===== src/rtl/mgr_stack_down_arbiter.sv =====
// rtl/mgr_stack_down_arbiter.sv - round-robin packet arbiter onto the downstream stack bus
module mgr_stack_down_arbiter #(
  parameter int NUM_MGR  = 4,
  parameter int MGR_ID_W = 2,
  parameter int DATA_W   = 64,
  parameter int OOB_W    = 32,
  parameter int TYPE_W   = 2
) (
  input  logic                        clk,
  input  logic                        reset_poweron,
  input  logic [NUM_MGR-1:0]          mgr__arb__valid,
  input  logic [2*NUM_MGR-1:0]        mgr__arb__cntl,
  input  logic [TYPE_W*NUM_MGR-1:0]   mgr__arb__type,
  input  logic [DATA_W*NUM_MGR-1:0]   mgr__arb__data,
  input  logic [OOB_W*NUM_MGR-1:0]    mgr__arb__oob_data,
  output logic [NUM_MGR-1:0]          arb__mgr__ready,
  output logic                        arb__std__valid,
  output logic [1:0]                  arb__std__cntl,
  output logic [TYPE_W-1:0]           arb__std__type,
  output logic [DATA_W-1:0]           arb__std__data,
  output logic [OOB_W-1:0]            arb__std__oob_data,
  output logic [MGR_ID_W-1:0]         arb__std__mgrId,
  input  logic                        std__arb__ready,
  output logic                        arb__sys__busy,
  output logic                        arb__sys__protocolErr,
  output logic [15:0]                 arb__sys__pktCount
);

  localparam logic [1:0] C_SOM_EOM = 2'b00;
  localparam logic [1:0] C_SOM     = 2'b01;
  localparam logic [1:0] C_MOM     = 2'b10;
  localparam logic [1:0] C_EOM     = 2'b11;

  typedef enum logic {S_IDLE, S_PKT} state_t;

  state_t                r_state;
  logic [MGR_ID_W-1:0]   r_last;
  logic [MGR_ID_W-1:0]   r_owner;
  logic                  r_valid;
  logic [1:0]            r_cntl;
  logic [TYPE_W-1:0]     r_type;
  logic [DATA_W-1:0]     r_data;
  logic [OOB_W-1:0]      r_oob;
  logic [MGR_ID_W-1:0]   r_mgr_id;
  logic                  r_proto_err;
  logic [15:0]           r_pkt_count;

  logic [MGR_ID_W-1:0]   w_sel;
  logic                  w_found;
  logic                  w_grant_valid;
  logic                  w_owner_valid;
  logic                  w_out_free;
  logic                  w_xfer;
  logic                  w_end;
  logic [1:0]            w_sel_cntl;
  logic [TYPE_W-1:0]     w_sel_type;
  logic [DATA_W-1:0]     w_sel_data;
  logic [OOB_W-1:0]      w_sel_oob;

  // Pick the granted manager: the packet owner while a packet is open, else round-robin after r_last
  always_comb begin
    w_sel         = '0;
    w_found       = 1'b0;
    w_grant_valid = 1'b0;
    w_owner_valid = 1'b0;
    for (int i = 0; i < NUM_MGR; i++) begin
      if (MGR_ID_W'(i) == r_owner) w_owner_valid = mgr__arb__valid[i];
    end
    if (r_state == S_PKT) begin
      w_sel         = r_owner;
      w_grant_valid = w_owner_valid;
    end else begin
      // first pass covers indices above the last winner, second pass wraps to the bottom
      for (int i = 0; i < NUM_MGR; i++) begin
        if (!w_found && mgr__arb__valid[i] && (MGR_ID_W'(i) > r_last)) begin
          w_found = 1'b1;
          w_sel   = MGR_ID_W'(i);
        end
      end
      for (int i = 0; i < NUM_MGR; i++) begin
        if (!w_found && mgr__arb__valid[i]) begin
          w_found = 1'b1;
          w_sel   = MGR_ID_W'(i);
        end
      end
      w_grant_valid = |mgr__arb__valid;
    end
  end

  // Route the selected manager's beat fields to the output stage input
  always_comb begin
    w_sel_cntl = '0;
    w_sel_type = '0;
    w_sel_data = '0;
    w_sel_oob  = '0;
    for (int i = 0; i < NUM_MGR; i++) begin
      if (MGR_ID_W'(i) == w_sel) begin
        w_sel_cntl = mgr__arb__cntl[2*i +: 2];
        w_sel_type = mgr__arb__type[TYPE_W*i +: TYPE_W];
        w_sel_data = mgr__arb__data[DATA_W*i +: DATA_W];
        w_sel_oob  = mgr__arb__oob_data[OOB_W*i +: OOB_W];
      end
    end
  end

  // The stage can take a beat when empty or when its beat leaves this cycle; reset blocks all transfers
  assign w_out_free = ~r_valid | std__arb__ready;
  assign w_xfer     = w_grant_valid & w_out_free & ~reset_poweron;
  assign w_end      = (w_sel_cntl == C_SOM_EOM) | (w_sel_cntl == C_EOM);

  // Ready only to the selected manager, so unselected requesters never affect their own ready
  always_comb begin
    arb__mgr__ready = '0;
    for (int i = 0; i < NUM_MGR; i++) begin
      arb__mgr__ready[i] = (MGR_ID_W'(i) == w_sel) & w_out_free & w_grant_valid & ~reset_poweron;
    end
  end

  // Packet FSM, output register, error flag and packet counter
  always_ff @(posedge clk) begin
    if (reset_poweron) begin
      r_state     <= S_IDLE;
      r_last      <= MGR_ID_W'(NUM_MGR - 1);
      r_owner     <= '0;
      r_valid     <= 1'b0;
      r_cntl      <= '0;
      r_type      <= '0;
      r_data      <= '0;
      r_oob       <= '0;
      r_mgr_id    <= '0;
      r_proto_err <= 1'b0;
      r_pkt_count <= '0;
    end else begin
      if (w_out_free) begin
        r_valid <= w_xfer;
        if (w_xfer) begin
          r_cntl   <= w_sel_cntl;
          r_type   <= w_sel_type;
          r_data   <= w_sel_data;
          r_oob    <= w_sel_oob;
          r_mgr_id <= w_sel;
        end
      end
      if (w_xfer) begin
        case (r_state)
          S_IDLE: begin
            // a packet opening with MOM/EOM is flagged but still forwarded
            if (w_sel_cntl == C_MOM || w_sel_cntl == C_EOM) r_proto_err <= 1'b1;
            if (w_end) begin
              r_last      <= w_sel;
              r_pkt_count <= r_pkt_count + 16'd1;
            end else begin
              r_state <= S_PKT;
              r_owner <= w_sel;
            end
          end
          S_PKT: begin
            // a new start inside an open packet is flagged; SOM_EOM still closes it
            if (w_sel_cntl == C_SOM || w_sel_cntl == C_SOM_EOM) r_proto_err <= 1'b1;
            if (w_end) begin
              r_state     <= S_IDLE;
              r_last      <= r_owner;
              r_pkt_count <= r_pkt_count + 16'd1;
            end
          end
        endcase
      end
    end
  end

  assign arb__std__valid       = r_valid;
  assign arb__std__cntl        = r_cntl;
  assign arb__std__type        = r_type;
  assign arb__std__data        = r_data;
  assign arb__std__oob_data    = r_oob;
  assign arb__std__mgrId       = r_mgr_id;
  assign arb__sys__busy        = (r_state == S_PKT);
  assign arb__sys__protocolErr = r_proto_err;
  assign arb__sys__pktCount    = r_pkt_count;

endmodule

===== config.mk =====
export PLATFORM = sky130hd
export DESIGN_NAME = mgr_stack_down_arbiter
export DESIGN_NICKNAME = d
export VERILOG_FILES = /design/src/rtl/mgr_stack_down_arbiter.sv
export SDC_FILE = /design/constraint.sdc
export NUM_CORES = 1
export LEC_CHECK = 0
export BUFFER_PORTS_ARGS = -buffer_cell sky130_fd_sc_hd__buf_4
export CORE_AREA = 2 2 208 210
export DETAILED_ROUTE_END_ITERATION = 10
export DIE_AREA = 0 0 210 212
export GPL_TIMING_DRIVEN = 0
export HOLD_SLACK_MARGIN = 0.03
export MAX_ROUTING_LAYER = met4
export SLEW_MARGIN = 30
export SYNTH_ARGS = -nofsm -noshare
export SYNTH_HDL_FRONTEND = slang
export SYNTH_SLANG_ARGS = --single-unit

===== constraint.sdc =====
create_clock -name clk -period 4.4 [get_ports clk]
set_input_delay 0.44 -clock clk [delete_from_list [all_inputs] [get_ports clk]]
set_output_delay 0.44 -clock clk [all_outputs]
set_load 0.01 [all_outputs]

After elaboration in Yosys (flattened, before gate mapping) --
Index checks and enable logic that the tools add are counted.
Word-level totals: register bits after elaboration 125
Cells by class: reductions and logical operators 29, $lt $le $gt $ge 4, equality and inequality tests 13, bitwise gates (word level) 20, $add $sub $neg 1, multiplexer cells 51
Operators with widths (number):
- $mux 64 | 4
- $mux 32 | 4
- $mux 2 | 17
- $mux 1 | 23
- $add 16x1->16 const B | 1
- $mux 16 | 1
- $and 1x1->1 | 14
- $logic_and 1x1->1 | 11
- $reduce_and 3->1 | 3
- $eq 2x2->1 const A | 4
- $logic_not 1->1 | 7
- $logic_not 2->1 | 3
- $eq 1x2->1 const A | 2
- $eq 2x2->1 const B | 2
- $gt 1x2->1 const A | 2
- $gt 2x2->1 const A | 2
- $ne 2x1->1 const B | 2
- $ne 2x2->1 const B | 2
- $not 1->1 | 4
- $pmux 2 s2 | 1
- $reduce_and 2->1 | 2
- $reduce_or 4->1 | 1
- $eq 2x1->1 const B | 1
- $logic_or 1x1->1 | 2
- 2 further kinds | 3

Depth between registers and ports, before layout --
word-level depth 44, gate-level depth with buffers 13, depth with buffers taken out 10

Worst setup path after synthesis --
No wires, ideal clock.
path type in2reg, start point input mgr__arb__valid[2], end point register r_pkt_count[10], in the netlist arb__sys__pktCount[10], data arrival time 3.230 ns, library setup time 0.070 ns, required time 4.330 ns, stages on the path 12, path slack 1.099 ns, path buffers 2, cell sequence or3b_1 o211a_1 buf_2 a21oi_4 buf_6 a211oi_1 or2_2 ha_1 nand2_1 nor3_4 or4b_2 a21oi_1
On the way: word-level cells in the longest chain between the ends 33
RTL lines:
- start: declaration | line 11 | input logic [NUM_MGR-1:0] mgr__arb__valid,
- $logic_and 1x1->1 (2 in series) | line 75 | if (!w_found && mgr__arb__valid[i] && (MGR_ID_W'(i) > r_last)) begin
- $mux 1 | line 75
- $mux 1 | line 69 | if (r_state == S_PKT) begin
- $logic_not 1->1 | line 75
- $logic_and 1x1->1 (2 in series) | line 75
- $mux 1 | line 75
- $mux 1 | line 69
- $logic_not 1->1 | line 81 | if (!w_found && mgr__arb__valid[i]) begin
- (+12 left out)
- $logic_and 1x1->1 | line 81
- $mux 2 | line 81
- $mux 2 | line 69
- $logic_not 2->1 | line 97 | if (MGR_ID_W'(i) == w_sel) begin
- $mux 2 (4 in series) | line 97
- $eq 2x2->1 / $logic_not 2->1 (equally long branches) | line 109 | assign w_end = (w_sel_cntl == C_SOM_EOM) | (w_sel_cntl == C_EOM);
- $or 1x1->1 | line 109
- $reduce_and 2->1 (no line) (*)
- end signal: assignment | line 151 | r_pkt_count <= r_pkt_count + 16'd1;
- end signal: assignment | line 163 | r_pkt_count <= r_pkt_count + 16'd1;
- end: declaration | line 46 | logic [15:0] r_pkt_count;
Every way passes the cells marked *; elsewhere a longest branch is shown, timed or not. The select of a mux whose other input is x is not followed. A chain may end at the register's enable or synchronous reset.

Worst setup path after layout --
start point register r_last[1], end point register r_pkt_count[10], in the netlist arb__sys__pktCount[10]
On the way: word-level cells in the longest chain between the ends 43
RTL lines:
- start: declaration | line 37 | logic [MGR_ID_W-1:0] r_last;
- start signal: assignment | line 123 | r_last <= MGR_ID_W'(NUM_MGR - 1);
- start signal: assignment | line 150 | r_last <= w_sel;
- start signal: assignment | line 162 | r_last <= r_owner;
- $gt 1x2->1 | line 75
- $logic_and 1x1->1 | line 75
- $mux 1 | line 75
- $mux 1 | line 69
- $logic_not 1->1 | line 75
- $logic_and 1x1->1 (2 in series) | line 75
- $mux 1 | line 75
- $mux 1 | line 69
- (+24 left out)
- $mux 2 (*) | line 81
- $mux 2 (*) | line 69
- $logic_not 2->1 | line 97
- $mux 2 (3 in series) | line 97
- $mux 2 (*) | line 97
- $eq 2x2->1 / $logic_not 2->1 (equally long branches) | line 109
- $or 1x1->1 (*) | line 109
- $reduce_and 2->1 (no line) (*)
Marks and branches as above.

==> impl_metrics.py <==
metrics = {
    "global_route": {
        "grt_overflow": 0,
        "grt_max_degree": 17,
        "grt_pass1_vias": 12150,
        "grt_pass1_wl_mm": 77.33,
        "antenna_found_initial": 1,
        "grt_usage": 0.2406,
    },
    "detailed_routing": {
        "vias": 12490,
        "drc": 0,
        "routedWlPerCell_um": 23.19,
        "dr.pass1.iters": 6,
        "wirelength_mm": 54.44,
        "ant_nets": 0,
        "vias_per_cell": 5.318,
        "drtIter0Drc": 1169,
    },
    "cells_and_area": {
        "fin_nets": 2198,
        "syn2layout_area_growth_pct": 55.79,
        "n_fill_cell": 4542,
        "drive_above_1_share": 0.3424,
        "stdcell_count": 2348,
        "final_cell_mix": "533 x buf_4, 365 x a211oi_1, 196 x inv_1",
        "final_common_cell": "buf_4",
        "fin_util": 0.3466,
    },
    "pwr": {
        "vdd_drop_max_uv": 229.3,
        "cellLeakagePower_nw": 6.303,
        "power.density_nw_per_um2": 605.4,
    },
    "timing": {
        "fmax_mhz": 242.2,
        "setup_violations": 0,
        "finalHoldViolCount": 0,
        "tightest_slew_ns": 0.9704,
        "final.min_clock_period_ns": 4.130,
        "rsz0062_at_grt": "false",
        "skew_ns": 0.01759,
        "slew_viol_final": 0,
        "fin_crit_sh": 0.9385,
        "max_slew_margin": 0.3531,
    },
    "logic_synthesis": {
        "seq_area_frac_synth": 0.2646,
        "synth_top_family_by_area": "compound AO/OA/AOI/OAI gates",
        "yosys_warnings": 0,
        "synth_xor_area_frac": 0.008334,
        "synth_compound_area_frac": 0.4341,
        "async_reset_ff_frac": 0,
        "synthAdderAreaFrac": 0.006615,
        "netlist_area_um2": 9458,
        "syn_area_per_cell_um2": 7.646,
        "syn-instance-count": 1237,
        "synthSimpleGateAreaFrac": 0.1335,
        "synth.area.mux_share": 0.003440,
        "synth_seq_cells": 125,
        "synth-main-ff-cell": "dfxtp_1",
        "synth_cell_types": 53,
        "syn_nets": 1649,
        "synth_edf_count": 0,
    },
    "cts": {
        "h-tree-depth": 4,
        "clkSinkCount": 125,
        "postCtsSetupBuffers": 0,
        "cts.path.max_buffers": 2,
        "clk_pin_slew_ns": 0.07,
        "cts_made_buffers": 17,
        "cts_tree": "yes",
        "cts_root_buf": "clkbuf_16",
        "worst_skew_pair.late_latency_ns": 0.44,
    },
    "floorplanning": {
        "dieWidth_um": 210,
        "rows": 76,
        "num_io_pins": 532,
        "die-area_um2": 44520,
        "core_um2": 42510,
        "start_util": 0.2225,
        "die_height_um": 212,
    },
    "hold_path": {
        "min_path_type": "in -> reg",
    },
    "job": {
        "cap_violations": 0,
    },
    "placement": {
        "place_hpwl_mm": 42.23,
        "place_congestion": 0.9484,
        "dpl.cell_count": 2313,
        "port_buffers": 530,
    },
    "setup_path": {
        "crit_arrival_ns": 4.50,
        "cp.required_ns": 4.77,
        "cp-start-kind": "flop",
        "cp-end-kind": "flop",
        "path_class": "reg -> reg",
        "cp_max_fo": 10,
    },
    "outcome": {
        "status": "finished, final reports clean",
    },
}
-- layer usage --
metal  part of all wire  GRT usage
met5                  0          -
met4              0.031    0.09367
met3              0.078    0.05672
met2               0.48     0.3919
met1               0.41     0.2881
-- logic make-up after synthesis --
group / Yosys count
AOI/OAI and AO/OA: 549
xor gates and xnor gates: 9
adders and majority gates: 5
buffers and inverters: 351
DFF: 125
muxes: 3
and+or+nand+nor: 195
-- per-stage QoR --
step	setup slack [ns]	total power [mW]	setup TNS, ns	hold slack [ns]	cell area, µm²
floorplan	1.099	4.921	0	0.4805	9458
global placement	-0.5606	7.360	-3.896	0.4684	14120
detailed placement	-0.2444	7.420	-0.6741	0.4699	14130
CTS	0.01475	8.907	0	0.2568	14710
global route	0.01467	9.436	0	0.2796	14730
finish	0.2704	8.921	0	0.2793	14730
-- cells in the mapped netlist (3+ instances only) --
cell type  instances  area (µm²)
nand4_1           10       62.56
nor4_1             5       31.28
buf_4              3       22.52
nor2b_1            5       31.28
buf_1              8       30.03
a21oi_1           22       110.1
nand3_1            6       30.03
nor2_1            22       82.58
xnor2_1            8       70.07
a211oi_1         366        2748
o211ai_1           9       67.56
inv_1            196       735.7
a41oi_1           10       87.58
o41ai_1           14       122.6
a31oi_1            9       56.30
ha_1               5       62.56
nand2b_1           3       18.77
nor3_1             7       35.03
o31ai_1           93       698.2
buf_2             20       100.1
nand2_1           28       105.1
a21boi_0          10       75.07
dfxtp_1          125        2502
buf_6              8       90.09
clkbuf_1         116       435.4
a211o_1            3       26.28
nand3b_1          93       698.2
-- report_power, final --
| group | leakage, nW | internal [mW] | switching (mW) |
|---|---|---|---|
| Combinational | 4.99 | 2.05 | 3.59 |
| Clock | 0.279 | 0.826 | 0.629 |
| Sequential | 1.04 | 1.55 | 0.267 |
-- flip-flops by register name, indices dropped and copies added (netlist names) --
name                   flops
arb__std__oob_data        32
r_owner                    2
arb__sys__pktCount        16
arb__sys__busy             1
arb__sys__protocolErr      1
arb__std__valid            1
arb__std__mgrId            2
arb__std__data            64
r_last                     2
arb__std__cntl             2
arb__std__type             2
-- worst paths after layout --
path	startpoint	slack, ns	end	cells past startpoint
max	r_last[1]$_SDFFE_PP1P_	0.27	arb__sys__pktCount[10]$_SDFFE_PP0P_	11
min	mgr__arb__oob_data[54]	0.28	arb__std__oob_data[22]$_SDFFE_PP0P_	3
max reg2reg	r_last[1]$_SDFFE_PP1P_	0.27	arb__sys__pktCount[10]$_SDFFE_PP0P_	11
min reg2reg	arb__std__mgrId[0]$_SDFFE_PP0P_	0.47	arb__std__mgrId[0]$_SDFFE_PP0P_	2
-- area by class of cell --
type | count | area, µm² | area share
flip-flops and latches | 125 | 2502 | 0.1698
multi-input cells | 761 | 5560 | 0.3774
well taps | 546 | 683.2 | 0.04637
plain buffers | 155 | 688.2 | 0.04671
inverters | 196 | 735.7 | 0.04993
clock buffers | 20 | 466.7 | 0.03167
diodes | 3 | 7.507 | 0.0005095
clock inverters | 12 | 111.4 | 0.007558
repair buffers | 530 | 3979 | 0.2700
-- worst max-delay path, cell delays in order, from the launching register on --
cell and delay [ns]:
dfxtp_1 0.45, nand2_1 0.12, a211oi_2 0.42, a21o_1 0.24, buf_2 0.43, a211oi_1 0.21
or2_2 0.35, ha_1 0.51, nand2_1 0.29, nor3_4 0.25, or4b_2 0.60, a21oi_1 0.16
-- what timing repair did --
action | 4_1_cts | 5_1_grt
cloned | 0 | 0
hold buffers | 0 | 0
gates resized for setup | 1 | 4
setup endpoints to repair | 2 | 4
Power figures use the tool's default switching activity.
